$ cat config.mk
export PLATFORM = sky130hd
export DESIGN_NAME = imem_loader
export DESIGN_NICKNAME = d
export VERILOG_FILES = /design/src/rtl/imem_loader.sv
export SDC_FILE = /design/constraint.sdc
export NUM_CORES = 1
export LEC_CHECK = 0
export CORE_ASPECT_RATIO = 1.4
export CORE_MARGIN = 2
export CORE_UTILIZATION = 53
export DETAILED_ROUTE_END_ITERATION = 6
export PLACE_DENSITY = 0.9
export RECOVER_POWER = 25
export SKIP_LAST_GASP = 1
export SLEW_MARGIN = 15
export SYNTH_ARGS = -nofsm -noshare
export SYNTH_HDL_FRONTEND = slang
export SYNTH_SLANG_ARGS = --single-unit
export TNS_END_PERCENT = 30
$ cat constraint.sdc
create_clock -name clk -period 2.6 [get_ports clk]
set_input_delay 0.65 -clock clk [delete_from_list [all_inputs] [get_ports clk]]
set_output_delay 0.65 -clock clk [all_outputs]
set_load 0.02 [all_outputs]
$ cat src/rtl/imem_loader.sv
`default_nettype none
// ============================================================================
// Module   : imem_loader
// Brief    : Byte-stream to 32-bit word loader for the instruction memory;
//            holds the core in reset until the image is fully written.
// Revision : 1.0 - initial release
// ============================================================================
module imem_loader #(
    parameter int ADDR_WIDTH = 10
) (
    input  logic        clk,
    input  logic        rst,
    input  logic        start,
    input  logic        in_valid,
    input  logic [7:0]  in_data,
    output logic        in_ready,
    output logic        mem_we,
    output logic [31:0] mem_addr,
    output logic [31:0] mem_wd,
    output logic        core_rst,
    output logic        busy,
    output logic        done,
    output logic        error
);

    localparam int unsigned DEPTH = 2 ** ADDR_WIDTH;

    typedef enum logic [2:0] {
        S_IDLE  = 3'd0,
        S_LEN0  = 3'd1,
        S_LEN1  = 3'd2,
        S_DATA  = 3'd3,
        S_WRITE = 3'd4,
        S_DONE  = 3'd5,
        S_ERR   = 3'd6
    } state_t;

    state_t              state_q, state_d;
    logic [7:0]          len_lo_q, len_lo_d;
    logic [ADDR_WIDTH:0] len_q, len_d;
    logic [ADDR_WIDTH:0] word_idx_q, word_idx_d;
    logic [1:0]          byte_cnt_q, byte_cnt_d;
    logic [31:0]         word_q, word_d;
    logic [31:0]         mem_addr_q, mem_addr_d;
    logic [31:0]         mem_wd_q, mem_wd_d;
    logic                in_ready_q, mem_we_q, core_rst_q, busy_q, done_q, error_q;

    logic                w_xfer;
    logic [15:0]         w_len;

    assign w_xfer = in_valid & in_ready_q;
    assign w_len  = {in_data, len_lo_q};

    always_comb begin
        state_d    = state_q;
        len_lo_d   = len_lo_q;
        len_d      = len_q;
        word_idx_d = word_idx_q;
        byte_cnt_d = byte_cnt_q;
        word_d     = word_q;
        mem_addr_d = mem_addr_q;
        mem_wd_d   = mem_wd_q;
        case (state_q)
            S_IDLE, S_DONE, S_ERR: begin
                if (start) state_d = S_LEN0;
            end
            S_LEN0: begin
                if (w_xfer) begin
                    len_lo_d = in_data;
                    state_d  = S_LEN1;
                end
            end
            S_LEN1: begin
                if (w_xfer) begin
                    if (w_len == 16'd0 || 32'(w_len) > DEPTH) begin
                        state_d = S_ERR;
                    end else begin
                        len_d      = w_len[ADDR_WIDTH:0];
                        word_idx_d = '0;
                        byte_cnt_d = '0;
                        state_d    = S_DATA;
                    end
                end
            end
            S_DATA: begin
                if (w_xfer) begin
                    word_d[{byte_cnt_q, 3'b000} +: 8] = in_data;
                    byte_cnt_d = byte_cnt_q + 2'd1;
                    // Write-port registers load on the 4th-byte edge so the
                    // write lands in the very next cycle.
                    if (byte_cnt_q == 2'd3) begin
                        mem_wd_d   = {in_data, word_q[23:0]};
                        mem_addr_d = 32'({word_idx_q, 2'b00});
                        state_d    = S_WRITE;
                    end
                end
            end
            S_WRITE: begin
                word_idx_d = word_idx_q + 1'b1;
                state_d    = (word_idx_d == len_q) ? S_DONE : S_DATA;
            end
            default: state_d = S_IDLE;
        endcase
    end

    always_ff @(posedge clk or negedge rst) begin
        if (!rst) begin
            state_q    <= S_IDLE;
            len_lo_q   <= '0;
            len_q      <= '0;
            word_idx_q <= '0;
            byte_cnt_q <= '0;
            word_q     <= '0;
            mem_addr_q <= '0;
            mem_wd_q   <= '0;
            in_ready_q <= 1'b0;
            mem_we_q   <= 1'b0;
            core_rst_q <= 1'b0;
            busy_q     <= 1'b0;
            done_q     <= 1'b0;
            error_q    <= 1'b0;
        end else begin
            state_q    <= state_d;
            len_lo_q   <= len_lo_d;
            len_q      <= len_d;
            word_idx_q <= word_idx_d;
            byte_cnt_q <= byte_cnt_d;
            word_q     <= word_d;
            mem_addr_q <= mem_addr_d;
            mem_wd_q   <= mem_wd_d;
            // Status outputs are decoded from the next state so they are
            // glitch-free flops aligned with the state register.
            in_ready_q <= (state_d == S_LEN0) || (state_d == S_LEN1) || (state_d == S_DATA);
            mem_we_q   <= (state_d == S_WRITE);
            core_rst_q <= (state_d == S_DONE);
            busy_q     <= (state_d == S_LEN0) || (state_d == S_LEN1) ||
                          (state_d == S_DATA) || (state_d == S_WRITE);
            done_q     <= (state_d == S_DONE);
            error_q    <= (state_d == S_ERR);
        end
    end

    assign in_ready = in_ready_q;
    assign mem_we   = mem_we_q;
    assign mem_addr = mem_addr_q;
    assign mem_wd   = mem_wd_q;
    assign core_rst = core_rst_q;
    assign busy     = busy_q;
    assign done     = done_q;
    assign error    = error_q;

endmodule
`default_nettype wire

==> impl_metrics.tcl <==
set metrics [dict create \
    ys_seq_elements 107 \
    antenna_cells 0 \
    worst_skew_pair.late_latency_ps 340 \
    holdCritPathClass "register to register" \
    yosys_warnings 0 \
    die_area_um2 10300 \
    synth_top_cells_by_area "sky130_fd_sc_hd__dfrtp_1 53%, sky130_fd_sc_hd__mux2_2 11%, sky130_fd_sc_hd__nand2_1 5.8%" \
    floorplan.io_pins 82 \
    totalWireLength_um 11000 \
    via_count 3609 \
    timing.critical_path.from_type "register" \
    worstPathArrival_ps 2510 \
    grt_overflow_total 0 \
    area_added_between_synthesis_and_finish_pct 21.2 \
    async_flop_share_pct 100 \
    yosys.cell_types.count 57 \
    holdBufCountCts 0 \
    report.final.hold_viol_count 0 \
    avgRoutedWirePerCell_um 17.2 \
    seq_power_share_pct 42.0 \
    drtIter0Drc 241 \
    grt_util_all_layers_pct 22.6 \
    yosysTopAreaCell "sky130_fd_sc_hd__dfrtp_1" \
    grt_pass1_wl_um 18200 \
    cellInternalPower_mw 4.05 \
    synthMostInstantiatedCell "sky130_fd_sc_hd__dfrtp_1" \
    synthCells 446 \
    max_slew.worst_pin.slew_ps 1140 \
    dr.pass1.iters 5 \
    pins_over_their_slew_limit 0 \
    grt_max_degree 47 \
    synth_seq_area_share_pct 53.4 \
    die_h_um 119 \
    final-setup-viol-count 0 \
    finalCriticalPeriod_ps 2290 \
    syn_area_um2 5020 \
    required_ps 2810 \
    gp_congestion 0.860 \
    synth.avg_cell_area_um2 11.3 \
    drv_cap 0 \
    row_count 42 \
    number_of_enable_type_register_cells_in_the_synthesized_netlist 0 \
    clock_power_share_pct 22.2 \
    totalPowerFinal_mw 6.36 \
    crit_path_end_kind "register" \
    synth.top_cells.by_count "107 x sky130_fd_sc_hd__dfrtp_1, 77 x sky130_fd_sc_hd__nand2_1, 49 x sky130_fd_sc_hd__mux2_2" \
    hold_depth 2 \
    power.share.combinational_pct 35.8 \
    antenna_found_initial 0 \
    initial_utilization_pct 53.7 \
    reg2regPathDepth 7 \
    crit_path_max_fanout 7 \
    post-cts-setup-buffers 0 \
    netlist.area_leader.share_pct 53.4 \
    path_class "register to register" \
    root_buffer "sky130_fd_sc_hd__clkbuf_16" \
    die_width_um 86.2 \
    maximum_number_of_buffers_from_clock_root_to_sink 2 \
    switchingPower_mw 2.31 \
    post-route-period-util_pct 88.3 \
    cellPowerDensity_nw_per_um2 1040 \
    maxClockFrequency_ghz 0.436 \
    first_global_vias 3711 \
    floorplan.core_area_um2 9350 \
    cts_made_buffers 9 \
    cts_resized 0 \
    port-buffer-count 60 \
    setup-tns-final_ps 0 \
    route.antenna.remaining_nets 0 \
    power.leakage_nw 2.78 \
    ys_dominant_reg_cell "sky130_fd_sc_hd__dfrtp_1" \
    worst_slew_margin_rel_pct 23.8 \
    power_switching_share_pct 36.3 \
    number_of_h_tree_branching_levels 3 \
    final_net_count 539 \
    clock_tree_from_tritoncts "yes" \
    detail_route.vias_per_cell 5.67 \
    max-vdd-ir-drop_uv 714 \
    final_layout_size_suffix_gt1_share_pct 21.3 \
    worst_case_clock_skew_ps 6.38 \
    worst_setup_hold_path_clk_slew_ps 70 \
    rsz0062_at_grt "no" \
    place.detailed.hpwl_um 7860 \
    cts.sink_count 107 \
    outcome "completed" \
    detail_route.drc_violations 0 \
]
==> power groups by stage <==
| stage | logic [mW] | registers [mW] | clock network [mW] |
|---|---|---|---|
| after floorplan | 1.34 | 2.71 | 0 |
| after global placement | 2.16 | 2.65 | 0 |
| after detailed placement | 2.26 | 2.68 | 0 |
| after CTS | 2.29 | 2.66 | 1.43 |
| after global routing | 2.47 | 2.74 | 1.49 |
| final | 2.28 | 2.67 | 1.41 |
==> cell usage in the layout, fill, tap and decap left out, types with 6 or more instances in the layout <==
cell	synthesis	routed
sky130_fd_sc_hd__dfrtp_1	107	107
sky130_fd_sc_hd__clkdlybuf4s50_1	0	59
sky130_fd_sc_hd__buf_4	23	21
sky130_fd_sc_hd__nor3_1	6	6
sky130_fd_sc_hd__mux2_1	7	7
sky130_fd_sc_hd__xnor2_1	11	11
sky130_fd_sc_hd__clkbuf_16	0	9
sky130_fd_sc_hd__o21ai_0	28	28
sky130_fd_sc_hd__nand3_1	10	10
sky130_fd_sc_hd__inv_1	8	8
sky130_fd_sc_hd__conb_1	1	21
sky130_fd_sc_hd__nand2_1	77	77
sky130_fd_sc_hd__mux2_2	49	49
sky130_fd_sc_hd__nor2_1	14	14
sky130_fd_sc_hd__o21ai_1	9	9
sky130_fd_sc_hd__o31ai_1	6	6
sky130_fd_sc_hd__ha_1	6	6
==> path summary, 6_finish.rpt <==
check,slack (ps),end,start
hold reg to reg,480,word_q[1],word_q[1]
max in group asynchronous,550,word_q[4],rst
hold / removal,480,word_q[1],word_q[1]
setup reg to reg,310,busy,word_idx_q[1]
setup / recovery,310,busy,word_idx_q[1]
min in group asynchronous,520,mem_addr[12],rst
==> routing by layer <==
metal	vias up	global-route usage (%)	share of wire [%]
met3	33	5.06	4.8
met2	123	37.9	53
met4	0	10.5	3.3
met5	-	0	0
met1	1798	27.5	39
li1	1655	-	-
==> stage by stage <==
step	cells	setup WS [ps]	hold slack, ps	utilization (%)	instance area, um^2
after floorplan	466	522	354	-	5090
after global placement	620	72.5	464	61.9	5790
after CTS	636	301	329	65.2	6100
after detailed placement	620	14.2	476	61.9	5790
after global routing	636	115	503	65.0	6080
final	636	305	483	65.0	6080
==> critical path: stages, from the launching register on <==
cell and delay (ps):
sky130_fd_sc_hd__dfrtp_1 450, sky130_fd_sc_hd__ha_1 350, sky130_fd_sc_hd__nand4_2 220, sky130_fd_sc_hd__nor2_2 250, sky130_fd_sc_hd__xnor2_1 160, sky130_fd_sc_hd__a31oi_1 180
sky130_fd_sc_hd__nor4_4 410, sky130_fd_sc_hd__o21bai_1 130
==> registers in the layout, indices dropped and copies added, names as in the netlist <==
name / count
mem_addr: 11
state_q: 3
word_q: 24
len_q: 11
in_ready: 1
busy: 1
mem_wd: 32
len_lo_q: 8
word_idx_q: 11
done: 1
error: 1
mem_we: 1
byte_cnt_q: 2
==> final cells by class <==
| cell class | count | area, um^2 |
|---|---|---|
| Multi-Input combinational cell | 311 | 2130 |
| Timing Repair Buffer | 84 | 798 |
| Clock inverter | 5 | 61.3 |
| Inverter | 8 | 30.0 |
| Tap cell | 110 | 138 |
| Fill cell | 698 | 3270 |
| Clock buffer | 11 | 253 |
| Sequential cell | 107 | 2680 |
==> logic make-up after synthesis <==
| logic type | Yosys count | synth area share (%) |
|---|---|---|
| compound gates | 65 | 8.23 |
| simple gates | 142 | 14.2 |
| other cells | 1 | 0.0747 |
| flops | 107 | 53.4 |
| buf+inv | 48 | 5.86 |
| xor+xnor | 16 | 2.79 |
| mux | 61 | 14.0 |
| fa+ha+maj | 6 | 1.50 |
No activity file was read; power rests on OpenSTA's default activity.
